File: src/rtl/fetch_stage_if.sv
// fetch_stage_if: instruction-memory fetch bus (req/gnt address phase, in-order rvalid data phase).
interface fetch_stage_if;
  logic        imem_req;
  logic [31:0] imem_addr;
  logic        imem_gnt;
  logic        imem_rvalid;
  logic [31:0] imem_rdata;
  modport master (output imem_req, imem_addr, input imem_gnt, imem_rvalid, imem_rdata);
  modport slave (input imem_req, imem_addr, output imem_gnt, imem_rvalid, imem_rdata);
endinterface

File: src/rtl/fetch_stage.sv
// fetch_stage: RISC-V IF stage; credit-limited imem fetch, in-flight PC queue and instr/PC buffer feeding IF/ID.
// Define FETCH_MISALIGN_CHK_EN to flag misaligned redirects (sticky misalign_o) and halt fetch until reset.
module fetch_stage #(
  parameter logic [31:0] RESET_PC  = 32'h0000_0000,
  parameter int          BUF_DEPTH = 2,
  parameter int          MAX_OUTST = 2
) (
  input  logic          clk,
  input  logic          reset,
  input  logic          StallF,
  input  logic          PCSrcE,
  input  logic [31:0]   PCTargetE,
  fetch_stage_if.master imem,
  output logic          ValidF,
  output logic [31:0]   InstrF,
  output logic [31:0]   PCF,
  output logic [31:0]   PCplus4F,
  output logic          misalign_o
);
  localparam int BW = $clog2(BUF_DEPTH);
  localparam int QW = MAX_OUTST > 1 ? $clog2(MAX_OUTST) : 1;
  localparam int OW = $clog2(MAX_OUTST + 1);
  localparam logic [31:0] NOP = 32'h0000_0013;
`ifdef FETCH_MISALIGN_CHK_EN
  typedef enum logic [1:0] {IDLE, RUN, HALT} state_e;
`else
  typedef enum logic [1:0] {IDLE, RUN} state_e;
  logic unused_tgt;
  assign unused_tgt = ^PCTargetE[1:0];
`endif
  state_e        state_q, state_d;
  logic [31:0]   pc_q, pc_d, target;
  logic [OW-1:0] outst_q, outst_d, drop_q, drop_d;
  logic [31:0]   instr_q [BUF_DEPTH];
  logic [31:0]   instr_d [BUF_DEPTH];
  logic [31:0]   bpc_q [BUF_DEPTH];
  logic [31:0]   bpc_d [BUF_DEPTH];
  logic [BW-1:0] rd_q, rd_d, wr_q, wr_d;
  logic [BW:0]   count_q, count_d;
  logic [31:0]   ipc_q [MAX_OUTST];
  logic [31:0]   ipc_d [MAX_OUTST];
  logic [QW-1:0] ird_q, ird_d, iwr_q, iwr_d;
  logic          misalign_q, misalign_d;
  logic          grant, redirect, halt, halt_go, flush, push, pop;
  assign imem.imem_addr = pc_q;
  assign misalign_o     = misalign_q;
  always_comb begin
    ValidF   = count_q != '0;
    InstrF   = ValidF ? instr_q[rd_q] : NOP;
    PCF      = ValidF ? bpc_q[rd_q] : 32'h0;
    PCplus4F = ValidF ? bpc_q[rd_q] + 32'd4 : 32'h0;
`ifdef FETCH_MISALIGN_CHK_EN
    halt     = state_q == HALT;
    target   = PCTargetE;
    halt_go  = PCSrcE && !halt && PCTargetE[1:0] != 2'b00;
    state_d  = halt_go ? HALT : state_q == IDLE ? RUN : state_q;
`else
    halt     = 1'b0;
    target   = {PCTargetE[31:2], 2'b00};
    halt_go  = 1'b0;
    state_d  = state_q == IDLE ? RUN : state_q;
`endif
    redirect = PCSrcE && !halt;
    flush    = redirect || halt;
    // credit counts buffered, plus live in-flight entries, so a response always has a slot
    imem.imem_req = state_q == RUN && outst_q < OW'(MAX_OUTST) &&
                    32'(count_q) + 32'(outst_q) - 32'(drop_q) < 32'(BUF_DEPTH);
    grant      = imem.imem_req && imem.imem_gnt;
    push       = imem.imem_rvalid && drop_q == '0 && !flush;
    pop        = ValidF && !StallF && !flush;
    misalign_d = misalign_q || halt_go;
    pc_d       = redirect ? target : grant ? pc_q + 32'd4 : pc_q;
    outst_d    = outst_q + OW'(grant) - OW'(imem.imem_rvalid);
    drop_d     = redirect ? outst_d : (imem.imem_rvalid && drop_q != '0) ? drop_q - OW'(1) : drop_q;
    count_d    = flush ? '0 : count_q + (BW+1)'(push) - (BW+1)'(pop);
    rd_d       = flush ? '0 : rd_q + BW'(pop);
    wr_d       = flush ? '0 : wr_q + BW'(push);
    instr_d    = instr_q;
    bpc_d      = bpc_q;
    if (push) begin
      instr_d[wr_q] = imem.imem_rdata;
      bpc_d[wr_q]   = ipc_q[ird_q];
    end
    ipc_d = ipc_q;
    if (grant)
      ipc_d[iwr_q] = pc_q;
    iwr_d = grant ? (iwr_q == QW'(MAX_OUTST - 1) ? '0 : iwr_q + QW'(1)) : iwr_q;
    ird_d = imem.imem_rvalid ? (ird_q == QW'(MAX_OUTST - 1) ? '0 : ird_q + QW'(1)) : ird_q;
  end
  always_ff @(posedge clk or negedge reset)
    if (!reset) begin
      state_q    <= IDLE;
      pc_q       <= RESET_PC;
      outst_q    <= '0;
      drop_q     <= '0;
      count_q    <= '0;
      rd_q       <= '0;
      wr_q       <= '0;
      ird_q      <= '0;
      iwr_q      <= '0;
      misalign_q <= 1'b0;
      instr_q    <= '{default: '0};
      bpc_q      <= '{default: '0};
      ipc_q      <= '{default: '0};
    end else begin
      state_q    <= state_d;
      pc_q       <= pc_d;
      outst_q    <= outst_d;
      drop_q     <= drop_d;
      count_q    <= count_d;
      rd_q       <= rd_d;
      wr_q       <= wr_d;
      ird_q      <= ird_d;
      iwr_q      <= iwr_d;
      misalign_q <= misalign_d;
      instr_q    <= instr_d;
      bpc_q      <= bpc_d;
      ipc_q      <= ipc_d;
    end
endmodule
File: src/flat_wrapper.sv
// flat-port wrapper written by rule: the top's interface ports become plain ports
module fetch_stage_flat 
#(
  parameter logic [31:0] RESET_PC  = 32'h0000_0000,
  parameter int          BUF_DEPTH = 2,
  parameter int          MAX_OUTST = 2
)
  (clk, reset, StallF, PCSrcE, PCTargetE, ValidF, InstrF, PCF, PCplus4F, misalign_o, imem_imem_req, imem_imem_addr, imem_imem_gnt, imem_imem_rvalid, imem_imem_rdata);
  fetch_stage_if imem_i ();
  input  logic clk;
  input  logic reset;
  input  logic StallF;
  input  logic PCSrcE;
  input  logic [31:0] PCTargetE;
  output logic ValidF;
  output logic [31:0] InstrF;
  output logic [31:0] PCF;
  output logic [31:0] PCplus4F;
  output logic misalign_o;
  output wire logic [$bits(imem_i.imem_req)-1:0] imem_imem_req;
  output wire logic [$bits(imem_i.imem_addr)-1:0] imem_imem_addr;
  input wire logic [$bits(imem_i.imem_gnt)-1:0] imem_imem_gnt;
  input wire logic [$bits(imem_i.imem_rvalid)-1:0] imem_imem_rvalid;
  input wire logic [$bits(imem_i.imem_rdata)-1:0] imem_imem_rdata;
  assign imem_imem_req = imem_i.imem_req;
  assign imem_imem_addr = imem_i.imem_addr;
  assign imem_i.imem_gnt = imem_imem_gnt;
  assign imem_i.imem_rvalid = imem_imem_rvalid;
  assign imem_i.imem_rdata = imem_imem_rdata;
  fetch_stage #(.RESET_PC(RESET_PC), .BUF_DEPTH(BUF_DEPTH), .MAX_OUTST(MAX_OUTST)) u_core (.clk(clk), .reset(reset), .StallF(StallF), .PCSrcE(PCSrcE), .PCTargetE(PCTargetE), .imem(imem_i), .ValidF(ValidF), .InstrF(InstrF), .PCF(PCF), .PCplus4F(PCplus4F), .misalign_o(misalign_o));
endmodule
File: config.mk
export PLATFORM = sky130hd
export DESIGN_NAME = fetch_stage_flat
export DESIGN_NICKNAME = d
export VERILOG_FILES = /design/src/rtl/fetch_stage_if.sv /design/src/rtl/fetch_stage.sv /design/src/flat_wrapper.sv
export SDC_FILE = /design/constraint.sdc
export NUM_CORES = 1
export LEC_CHECK = 0
export ABC_AREA = 1
export BUFFER_PORTS_ARGS = -buffer_cell sky130_fd_sc_hd__buf_2
export CAP_MARGIN = 10
export CORE_ASPECT_RATIO = 0.7
export CORE_MARGIN = 2
export CORE_UTILIZATION = 25
export CTS_BUF_LIST = sky130_fd_sc_hd__clkbuf_8 sky130_fd_sc_hd__clkbuf_16
export CTS_CLUSTER_SIZE = 10
export DETAILED_ROUTE_END_ITERATION = 8
export GPL_ROUTABILITY_DRIVEN = 0
export GPL_TIMING_DRIVEN = 0
export PLACE_DENSITY = 0.44
export SLEW_MARGIN = 15
export SYNTH_ARGS = -nofsm -noshare
export SYNTH_HDL_FRONTEND = slang
export SYNTH_SLANG_ARGS = --single-unit
File: constraint.sdc
create_clock -name clk -period 3.6 [get_ports clk]
set_input_delay 0.36 -clock clk [delete_from_list [all_inputs] [get_ports clk]]
set_output_delay 0.36 -clock clk [all_outputs]
set_load 0.01 [all_outputs]
[Word-level counts from Yosys, hierarchy flattened]
Cells that the tools add are included.
Word-level totals
  flip-flop bits (word level): 235
  bits in latches: 0
  memory bits (writable): 0
  memory bits (read-only): 0
  logic and storage cells: 86
  memories kept: 0
Cells by class
  $add $sub $neg: 13
  $mul: 0
  div/mod/pow operators: 0
  order comparisons: 8
  equal/unequal tests: 0
  shift operators: 0
  mux-type cells: 28
  bitwise logic cells: 4
  reduce and logical (&&, ||, !) cells: 18
Operators with widths (number)
  $mux W32: 16
  $bwmux W64: 3
  $add A32 B3 Y32 const B: 2
  $demux W32 S1: 2
  $lt A32 B2 Y1 const B: 1
  $sub A32 B2 Y32: 1
  $logic_and A1 B1 Y1: 10
  $ge A2 B2 Y1 const B: 4
  $not A1 Y2: 4
  $reduce_bool A2 Y1: 4
  $mux W2: 3
  $add A2 B1 Y2: 2
  $logic_not A2 Y1: 2
  $lt A2 B1 Y1 const B: 2
  $mux W1: 4
  $sub A2 B1 Y2: 2
  $add A2 B2 Y3: 1
  $add A1 B1 Y1: 2
  $add A1 B1 Y1 const B: 2
  $logic_not A1 Y1: 2
  $lt A2 B2 Y1 const B: 1
  $sub A2 B1 Y2 const B: 1

[Logic depth before layout (Yosys ltp)]
Gate-level depths: netlist (run 1).
  word-level depth: 8
  mapped depth: 14

[Worst setup path before layout (run 1)]
Ideal clock, no wire load.
  kind: reg2reg
  from: register u_core.count_q[0]
  to: register u_core.drop_q[1]
  library setup time: 77 ps
  arrival time: 2780 ps
  data required time: 3523 ps
  setup slack: 743 ps
  stages on the path, launching flop included: 15
  period minus slack after synthesis: 2857 ps
  cell sequence: dfrtp_1 ha_1 inv_1 fa_1 fa_1 ha_1 nand3_1 nor3_2 nand3_2 inv_1 ha_1 xnor2_1 xor2_1 nor2_1 a21oi_1
Between the ends
  longest elaborated chain between the ends: 8
RTL lines
  from (decl): line fetch_stage.sv:39  | logic [BW:0] count_q, count_d;
  from (signal assigned): line fetch_stage.sv:110  | count_q <= count_d;
  $add A2 B2 Y3: line fetch_stage.sv:67  | 32'(count_q) + 32'(outst_q) - 32'(drop_q) < 32'(BUF_DEPTH);
  $sub A32 B2 Y32: line fetch_stage.sv:67
  $lt A32 B2 Y1: line fetch_stage.sv:67
  $logic_and A1 B1 Y1: line fetch_stage.sv:66  | imem.imem_req = state_q == RUN && outst_q < OW'(MAX_OUTST) &&
  $logic_and A1 B1 Y1: line fetch_stage.sv:68  | grant = imem.imem_req && imem.imem_gnt;
  named net u_core.grant: line fetch_stage.sv:44  | logic grant, redirect, halt, halt_go, flush, push, pop;
  $add A2 B1 Y2: line fetch_stage.sv:73  | outst_d = outst_q + OW'(grant) - OW'(imem.imem_rvalid);
  $sub A2 B1 Y2: line fetch_stage.sv:73
  named net u_core.outst_d[1]: line fetch_stage.sv:33  | logic [OW-1:0] outst_q, outst_d, drop_q, drop_d;
  $mux W2: line fetch_stage.sv:74  | drop_d = redirect ? outst_d : (imem.imem_rvalid && drop_q != '0) ? drop_q - OW'(1) : drop_q;
  to (signal assigned): line fetch_stage.sv:109  | drop_q <= drop_d;
  to (decl): line fetch_stage.sv:33
The timed path passes the listed nets, and every way through them passes these cells.
A chain may end at the register's enable or synchronous reset.

[Final worst setup path (run 1)]
  from: register u_core.count_q[0]
  to: register u_core.ipc_q[24] (netlist name)
Between the ends
  longest elaborated chain between the ends: 5
RTL lines
  $add A2 B2 Y3: line fetch_stage.sv:67
  $sub A32 B2 Y32: line fetch_stage.sv:67
  $lt A32 B2 Y1: line fetch_stage.sv:67
  $logic_and A1 B1 Y1: line fetch_stage.sv:66
  $logic_and A1 B1 Y1: line fetch_stage.sv:68
  named net u_core.grant: line fetch_stage.sv:44
  to (signal assigned): line fetch_stage.sv:118  | ipc_q <= ipc_d;
  to (decl): line fetch_stage.sv:40  | logic [31:0] ipc_q [MAX_OUTST];
The timed path passes the listed nets, and every way through them passes these cells.

==> qor.csv, run 1 <==
metric;value;unit
status;complete, no violations;
avgRoutedWirePerCell;17.19;um
yosys.cell_types.count;36;
synth_top_area_share;0.4697;
max-vdd-ir-drop;392.0;uV
synth.avg_cell_area;7.568;sq um
maximum_number_of_pins_on_one_net_before_global_route_repair;97;
clock_pin_transition_on_the_worst_setup_and_hold_timing_paths;60;ps
finalSetupViolCount;0;
synthTopCellsByArea;dfrtp_1, nand2_1, o21ai_0, inv_1, nor2_1;
core_area;47620;sq um
cts_tree;done;
worst_setup_path_end_kind;register;
nFillCells;5176;
detailedRoute.firstIterationViolations;891;
highest_layer;met4;
antenna_found_initial;0;
setup.worst_path.class;register to register;
tightest_slew;706.1;ps
first_pass_iters;7;
grt_overflow;0;
p_per_area;610.4;nW/um^2
port_buffers;190;
drt_drc_violations_left;0;
critical_path_rt;4020;ps
grt_util_all_layers;0.1706;
place_hpwl;32.81;mm
first_global_vias;10964;
die_w;265.7;um
critical_path.cell_chain;ha_1 > inv_1 > fa_1 > fa_1 > ha_1 > nand3_1 > nor3_2 > nand3_2 > inv_1 > nand2_1 > clkbuf_1 > nand2_1 > o21ai_0;
synthesized_netlist_cell_count;1584;
mappedNetlistArea;11990;sq um
synthesis.yosys.warnings;0;
timing.final.hold_violations;0;
fin_crit;3349;ps
slew_violations;0;
dp_cells;2403;
proportion_of_layout_cells_with_a_drive_suffix_above_1;0.1810;
routedLengthMet1;21.76;mm
dieArea;49750;sq um
setup.worst_path.start_class;register;
skew;17.80;ps
fin_area;14890;sq um
final_core_utilization;0.3127;
cts-root-buf;clkbuf_16;
initial_utilization;0.2518;
worst_hold_path_type;primary input to register;
clock_sink_count;225;
setup_fix_buffers_added_after_clock_tree_synthesis;0;
clock_tree.buffer_depth;3;
power.static_leakage;7.184;nW
timing.reg2reg.setup_slack;250;ps
final_cell_count_no_fill;2473;
rsz_0062_raised_after_global_routing;true;
yosys.area.top_type;dfrtp_1;
cts_htree_levels;1;
inserted_clock_buffers;28;
highest_achievable_clock_rate;298.6;MHz
core.rowCount;67;
routed_via_density;4.568;
io-pin-count;201;
timing.critical_path.arrival;3770;ps
grt_pass1_wl;66.03;mm
timing.final.crit_share;0.9303;
route.met2.wl;17.92;mm
synthToLayoutAreaGrowth;24.19;%
final_critical_path_setup_slack;250.9;ps
hold_ws;28.36;ps
die_height;187.2;um
detailedPlace.worstSlack;60.52;ps
synth-seq-area-share;0.4697;
slowest_delay;450;ps
maxCapViolations;0;
totalWireLength;42.50;mm
drt.antenna.violating_nets;0;
synth-seq-cells;225;
route.vias.total;11297;
insertion_delay;560;ps
routed-wl-met3;2.182;mm
crit_path_max_fanout;10;
relative_slew_slack;0.5293;
fin_nets;1921;
detailed_place.area;13800;sq um
finalPower;9.087;mW
final.setup.tns;0;ps
crit_path_top_delay_cell;fa_1;
registers in the layout (all words and copies together), names as in the netlist:
| signal | count |
|---|---|
| u_core.ird_q | 1 |
| u_core.count_q | 2 |
| u_core.iwr_q | 1 |
| u_core.instr_q | 64 |
| u_core.bpc_q | 60 |
| u_core.state_q | 1 |
| u_core.drop_q | 2 |
| u_core.imem.imem_addr | 30 |
| u_core.rd_q | 1 |
| u_core.ipc_q | 60 |
| u_core.outst_q | 2 |
| u_core.wr_q | 1 |
cell usage in the layout, fill, tap and decap left out, drive strengths merged:
| cell type | count |
|---|---|
| a21oi | 47 |
| a31oi | 3 |
| nor3 | 22 |
| buf | 225 |
| diode | 1 |
| conb | 8 |
| nand3 | 61 |
| inv | 144 |
| nor2 | 145 |
| dfrtp | 225 |
| fa | 2 |
| clkinv | 4 |
| nand4 | 7 |
| ha | 12 |
| o21ai | 204 |
| or2 | 2 |
| xnor2 | 3 |
| o211ai | 8 |
| clkinvlp | 2 |
| clkbuf | 80 |
| dlygate4sd3 | 25 |
| nand2 | 577 |
| xor2 | 15 |
| mux2i | 30 |
area by class of cell:
class,count,area [sq um],share of cell area
Antenna cell,1,2.502,0.0001681
Buffer,81,421.7,0.02832
Clock buffer,32,755.7,0.05076
Clock inverter,12,62.56,0.004202
Inverter,138,526.8,0.03538
Multi-Input combinational cell,1146,5445,0.3657
Sequential cell,225,5630,0.3782
Tap cell,621,777.0,0.05219
Timing Repair Buffer,217,1266,0.08505
logic make-up after synthesis:
family | after synthesis | synth area share
AOI/OAI and AO/OA | 262 | 0.1114
xor gates and xnor gates | 18 | 0.01315
adders and majority gates | 14 | 0.01586
buffers and inverters | 219 | 0.07838
DFF | 225 | 0.4697
muxes | 30 | 0.02505
other | 2 | 0.0006265
and+or+nand+nor | 814 | 0.2859
final timing paths:
| path | end | cells past startpoint | start |
|---|---|---|---|
| max in group asynchronous | u_core.instr_q[6] | 3 | reset |
| min | u_core.imem.imem_addr[19] | 3 | PCTargetE[19] |
| min in group asynchronous | u_core.imem.imem_addr[29] | 2 | reset |
| max | u_core.ipc_q[24] | 13 | u_core.count_q[0] |
| max reg2reg | u_core.ipc_q[24] | 13 | u_core.count_q[0] |
| min reg2reg | u_core.instr_q[62] | 2 | u_core.instr_q[62] |
Yosys cell counts, drive strengths merged:
cell,instances
nand3,61
xor2,15
inv,135
a21oi,47
a31oi,3
conb,2
nand4,7
or2,2
clkinv,3
nor3,22
o21ai,204
buf,34
mux2i,30
ha,12
fa,2
dfrtp,225
xnor2,3
nand2,577
clkbuf,47
o211ai,8
nor2,145
critical path: cells and delay by family, from the launching register on:
kind	cells	cell delay, ps
AO/OA/AOI/OAI	1	80
adder cells (fa/ha/maj)	4	1360
buffers and inverters	3	590
AND/OR/NAND/NOR	5	770
flip-flops	1	400
routing by layer:
layer | GRT usage | up-vias
li1 | - | 5527
met1 | 0.2607 | 5470
met2 | 0.2541 | 258
met3 | 0.02778 | 42
met4 | 0.02895 | 0
met5 | 0 | -
repair_timing:
item	in CTS	in global routing
resized for setup	1	9
hold buffers	25	0
endpoints found under the hold margin	68	0
gates cloned	0	0
endpoints found under the setup margin	9	29
pin swaps	0	0
where the power goes:
part           switching [mW]  internal (mW)
sequential              0.425           3.30
clock                    1.09           1.47
combinational            1.86          0.943
No activity file was read; power rests on OpenSTA's default activity.
==> run 2: changes to the inputs <==
==> constraint.sdc (replaced) <==
create_clock -name clk -period 3.3 [get_ports clk]
set_input_delay 0.33 -clock clk [delete_from_list [all_inputs] [get_ports clk]]
set_output_delay 0.33 -clock clk [all_outputs]
set_load 0.01 [all_outputs]
==> run 2 against run 1 <==
Global-route usage up 0.065 points. Critical path depth down 3. Critical endpoint is now imem_imem_req. Sequential cell count unchanged. Combinational power up 13%. Largest power group unchanged. Die area unchanged. Hold slack better by 1.3 ps. Via count up 0.80%. Sequential power up 9.1%. Core utilization up 0.70 points. Setup slack worse by 130 ps. Non-clock buffer count up 28. Sequential share of layout area down 0.83 points.
==> qor.csv, run 2 (synthesis results as in run 1) <==
metric;value;unit;change
first_global_vias;11082;;+1.1%
io-pin-count;201;;unchanged
registers_with_the_most_flip_flops;u_core.instr_q x64, u_core.bpc_q x60, u_core.ipc_q x60;;
dieArea;49750;sq um;unchanged
p_per_area;658.5;nW/um^2;+7.9%
power.static_leakage;7.316;nW;+1.8%
final_cell_count_no_fill;2501;;+1.1%
final_core_utilization;0.3197;;+0.007016
synthToLayoutAreaGrowth;26.98;%;
insertion_delay;560;ps;about the same
proportion_of_layout_cells_with_a_drive_suffix_above_1;0.1847;;+0.003689
cts_htree_levels;1;;unchanged
crit_path_max_fanout;3;;-7
highest_achievable_clock_rate;314.8;MHz;
timing.final.hold_violations;0;;unchanged
clock_pin_transition_on_the_worst_setup_and_hold_timing_paths;60;ps;about the same
dp_cells;2403;;unchanged
port_buffers;190;;unchanged
fin_nets;1949;;+1.5%
die_w;265.7;um;unchanged
route.vias.total;11387;;+0.80%
worst_path_dominant_cell_family;adder cells;;
top_register;u_core.instr_q;;
hold_ws;29.70;ps;+1.336 ps
maximum_number_of_pins_on_one_net_before_global_route_repair;97;;unchanged
layout_commonest_cell;nand2_1;;
core_area;47620;sq um;unchanged
worst_setup_path_end_kind;output pin;;
core.rowCount;67;;unchanged
crit_path_top_delay_cell;fa_1;;
slowest_delay;450;ps;about the same
fin_area;15220;sq um;+2.2%
detailed_place.area;13800;sq um;unchanged
inserted_clock_buffers;28;;unchanged
cp.buffers_inverters;3;;unchanged
relative_slew_slack;0.5284;;-0.0008730
max-vdd-ir-drop;427.9;uV;+9.2%
initial_utilization;0.2518;;unchanged
finalSetupViolCount;0;;unchanged
fin_crit;3177;ps;
maxCapViolations;0;;unchanged
cts-root-buf;clkbuf_16;;
final.setup.tns;0;ps;unchanged
mostFrequentLayoutCells;nand2_1, dfrtp_1, buf_2;;
setup.worst_path.start_class;register;;
clock_sink_count;225;;unchanged
detailedPlace.worstSlack;-209.5;ps;-270.0 ps
grt_util_all_layers;0.1713;;+0.0006521
final_critical_path_setup_slack;123.0;ps;-127.9 ps
antenna_found_initial;0;;unchanged
worst_hold_path_type;primary input to register;;
critical_path.cell_chain;ha_2 > inv_2 > fa_1 > fa_2 > ha_4 > nand3_2 > nor3_4 > nand2_1 > inv_1 > buf_2;;
clock_tree.buffer_depth;3;;unchanged
setup.worst_path.class;register to output pin;;
largest_reg_flops;64;;unchanged
detailedRoute.firstIterationViolations;871;;-2.2%
place_hpwl;32.81;mm;unchanged
skew;17.85;ps;+0.05310 ps
status;complete, no violations;;
tightest_slew;707.4;ps;+1.309 ps
die_height;187.2;um;unchanged
grt_overflow;0;;unchanged
routed_via_density;4.553;;-0.33%
grt_pass1_wl;66.39;mm;+0.55%
totalWireLength;42.74;mm;+0.55%
timing.final.crit_share;0.9627;;
finalPower;10.02;mW;+10%
slew_violations;0;;unchanged
drt_drc_violations_left;0;;unchanged
first_pass_iters;5;;-2
avgRoutedWirePerCell;17.09;um;-0.57%
drt.antenna.violating_nets;0;;unchanged
cts_tree;done;;
critical_path_rt;2970;ps;-1050 ps
timing.critical_path.arrival;2850;ps;-920 ps
[run 2: path summary, 6_finish.rpt]
path	cells after the start	startpoint	slack [ps]	endpoint
worst min-delay path	3	PCTargetE[7]	30	u_core.imem.imem_addr[7]
worst max register to register	12	u_core.count_q[0]	190	u_core.ipc_q[60]
max in group asynchronous	3	reset	2200	u_core.instr_q[6]
worst min register to register	2	u_core.instr_q[61]	460	u_core.instr_q[61]
min in group asynchronous	2	reset	250	u_core.imem.imem_addr[18]
worst max-delay path	10	u_core.count_q[0]	120	imem_imem_req
[run 2: layout make-up]
cell class | count | area (sq um)
inverter | 138 | 526.8
antenna | 1 | 2.502
sequential | 225 | 5630
multi-input combinational | 1146 | 5492
clock buffer | 32 | 755.7
fill | 5146 | 32390
clock inverter | 12 | 62.56
tap | 621 | 777.0
buffer | 81 | 434.2
timing repair buffer | 245 | 1541
[run 2: power breakdown]
part	internal [mW]	switching, mW
clock network	1.60	1.18
registers	3.60	0.466
logic	1.10	2.07
total	6.30	3.72
[run 2: metal layers]
layer  global-route usage  vias up  wire (um)
li1                     -     5583          -
met4              0.02895        0        635
met5                    0        -          0
met2               0.2559      276      18100
met3              0.02778       41       2299
met1               0.2612     5487      21700
[run 2: what timing repair did]
action / in CTS / in global routing
gates resized for setup: 11 / 24
hold buffers: 51 / 0
gates cloned: 0 / 0
hold endpoints to repair: 120 / 0
buffers inserted: 0 / 2
setup endpoints to repair: 80 / 96
pin swaps: 0 / 6
[run 2: worst min-delay path, delay by kind of cell]
kind            cells  cell delay [ps]
compound gates      1               80
buf+inv             1               80
simple gates        1               50
==> run 3: changes to the inputs <==
--- a/config.mk
+++ b/config.mk
@@ -17,6 +17,7 @@
 export GPL_ROUTABILITY_DRIVEN = 0
 export GPL_TIMING_DRIVEN = 0
 export PLACE_DENSITY = 0.44
+export SKIP_LAST_GASP = 1
 export SLEW_MARGIN = 15
 export SYNTH_ARGS = -nofsm -noshare
 export SYNTH_HDL_FRONTEND = slang
==> constraint.sdc (replaced) <==
create_clock -name clk -period 3.9 [get_ports clk]
set_input_delay 0.39 -clock clk [delete_from_list [all_inputs] [get_ports clk]]
set_output_delay 0.39 -clock clk [all_outputs]
set_load 0.01 [all_outputs]
==> run 3 against run 2 <==
Cell area down 3.9%. Sequential share of layout area up 1.5 points. Largest cell class unchanged. Critical path type is now register to register. Hold slack better by 16 ps.
==> qor.csv, run 3 (synthesis results as in run 1) <==
metric;value;unit;change
rsz_0062_raised_after_global_routing;false;;
max-vdd-ir-drop;361.7;uV;-15%
registers_with_the_most_flip_flops;u_core.instr_q x64, u_core.bpc_q x60, u_core.ipc_q x60;;
clock_sink_count;225;;unchanged
largest_reg_flops;64;;unchanged
port_buffers;190;;unchanged
met3_usage;0.02778;;unchanged
routed_via_density;4.559;;+0.14%
rr_worst_depth;13;;+1
final_critical_path_setup_slack;506.7;ps;+383.8 ps
cts_tree;done;;
layout_commonest_cell;nand2_1;;
mostFrequentLayoutCells;nand2_1, dfrtp_1, buf_2;;
detailedRoute.firstIterationViolations;869;;-0.23%
grt_pass1_wl;65.76;mm;-0.95%
clock_tree.buffer_depth;3;;unchanged
drt.antenna.violating_nets;0;;unchanged
inserted_clock_buffers;28;;unchanged
synthToLayoutAreaGrowth;22.06;%;
finalSetupViolCount;0;;unchanged
setup.worst_path.class;register to register;;
clock_pin_transition_on_the_worst_setup_and_hold_timing_paths;60;ps;about the same
maximum_number_of_pins_on_one_net_before_global_route_repair;97;;unchanged
first_pass_iters;5;;unchanged
grt_overflow;0;;unchanged
storage_element_area;5630;sq um;unchanged
nFillCells;5187;;+0.80%
relative_slew_slack;0.4860;;-0.04240
fin_crit;3393;ps;
busiest_layer;met1;;
grt_util_all_layers;0.1702;;-0.001106
timing.final.hold_violations;0;;unchanged
globalRouteMet1Util;0.2608;;-0.0003320
setup_fix_buffers_added_after_clock_tree_synthesis;0;;unchanged
first_global_vias;10840;;-2.2%
route.vias.total;11161;;-2.0%
p_per_area;572.2;nW/um^2;-13%
die_height;187.2;um;unchanged
highest_achievable_clock_rate;294.7;MHz;
io-pin-count;201;;unchanged
status;complete, no violations;;
multi_input_area;5440;sq um;-0.93%
num_antenna_cells;0;;-1
drt_drc_violations_left;0;;unchanged
fin_area;14630;sq um;-3.9%
antenna_found_initial;0;;unchanged
worst_setup_path_end_kind;register;;
critical_path_rt;4340;ps;+1370 ps
place_hpwl;32.81;mm;unchanged
worst_hold_path_type;primary input to register;;
skew;20.48;ps;+2.629 ps
dieArea;49750;sq um;unchanged
insertion_delay;560;ps;about the same
top_register;u_core.instr_q;;
crit_path_max_fanout;10;;+7
cts_htree_levels;1;;unchanged
core.rowCount;67;;unchanged
timing.critical_path.arrival;3830;ps;+980 ps
die_w;265.7;um;unchanged
tightest_slew;768.2;ps;+60.77 ps
core_area;47620;sq um;unchanged
proportion_of_layout_cells_with_a_drive_suffix_above_1;0.1801;;-0.004596
detailedPlace.worstSlack;330.5;ps;+540.0 ps
slew_violations;0;;unchanged
grt_use_met2;0.2524;;-0.003515
setup.worst_path.start_class;register;;
maxCapViolations;0;;unchanged
hold_path_depth;3;;unchanged
totalWireLength;42.45;mm;-0.67%
fin_nets;1897;;-2.7%
final_core_utilization;0.3073;;-0.01238
cts-root-buf;clkbuf_16;;
power.static_leakage;7.077;nW;-3.3%
detailed_place.area;13800;sq um;unchanged
timing.final.crit_share;0.8701;;
initial_utilization;0.2518;;unchanged
avgRoutedWirePerCell;17.34;um;+1.5%
run 3: worst max-delay path, cell delays in order (launching register included):
cell and delay (ps):
dfrtp_1 400, ha_1 200, inv_1 60, fa_1 450, fa_1 420, ha_1 280
nand3_1 80, nor3_2 160, nand3_2 210, nand2_1 280, clkinv_1 290, buf_2 280
nand2_1 80, nand3_1 80
run 3: final timing paths:
check                              startpoint                        end  slack, ps
max                         u_core.count_q[0]  u_core.imem.imem_addr[24]        510
min                             PCTargetE[14]  u_core.imem.imem_addr[14]         50
max reg2reg                 u_core.count_q[0]  u_core.imem.imem_addr[24]        510
min reg2reg                u_core.instr_q[62]         u_core.instr_q[62]        460
max in group asynchronous               reset          u_core.instr_q[6]       2730
min in group asynchronous               reset  u_core.imem.imem_addr[18]        310
run 3: layout make-up:
cell class                 instances  area share
multi-input combinational       1146      0.3718
inverter                         138     0.03574
timing repair buffer             193     0.07012
clock inverter                    12    0.004275
clock buffer                      32     0.05165
buffer                            81     0.02856
sequential                       225      0.3848
tap                              621     0.05310
run 3: what timing repair did:
action | 4_1_cts | 5_1_grt
hold buffers | 1 | 0
setup endpoints to repair | 0 | 1
hold endpoints to repair | 39 | 0
gates resized for setup | 0 | 1
run 3: per-stage QoR:
stage | power [mW] | hold WS (ps) | instances | TNS, ps
after detailed placement | 6.069 | 310.0 | 2403 | 0
after CTS | 8.491 | 13.95 | 2448 | 0
after global placement | 6.008 | 448.4 | 2401 | -406220
after floorplan | 5.089 | 94.41 | 1590 | 0
after global routing | 8.977 | 42.79 | 2448 | 0
final | 8.373 | 45.67 | 2448 | 0
run 3: routing by layer:
layer / share of wire / vias to the layer above
li1: - / 5471
met1: 0.51 / 5409
met2: 0.42 / 240
met3: 0.051 / 41
met4: 0.015 / 0
met5: 0 / -
run 3: power by group:
group	switching [mW]	total, mW	internal [mW]
combinational	1.71	2.56	0.853
sequential	0.394	3.44	3.05
clock	1.01	2.37	1.36
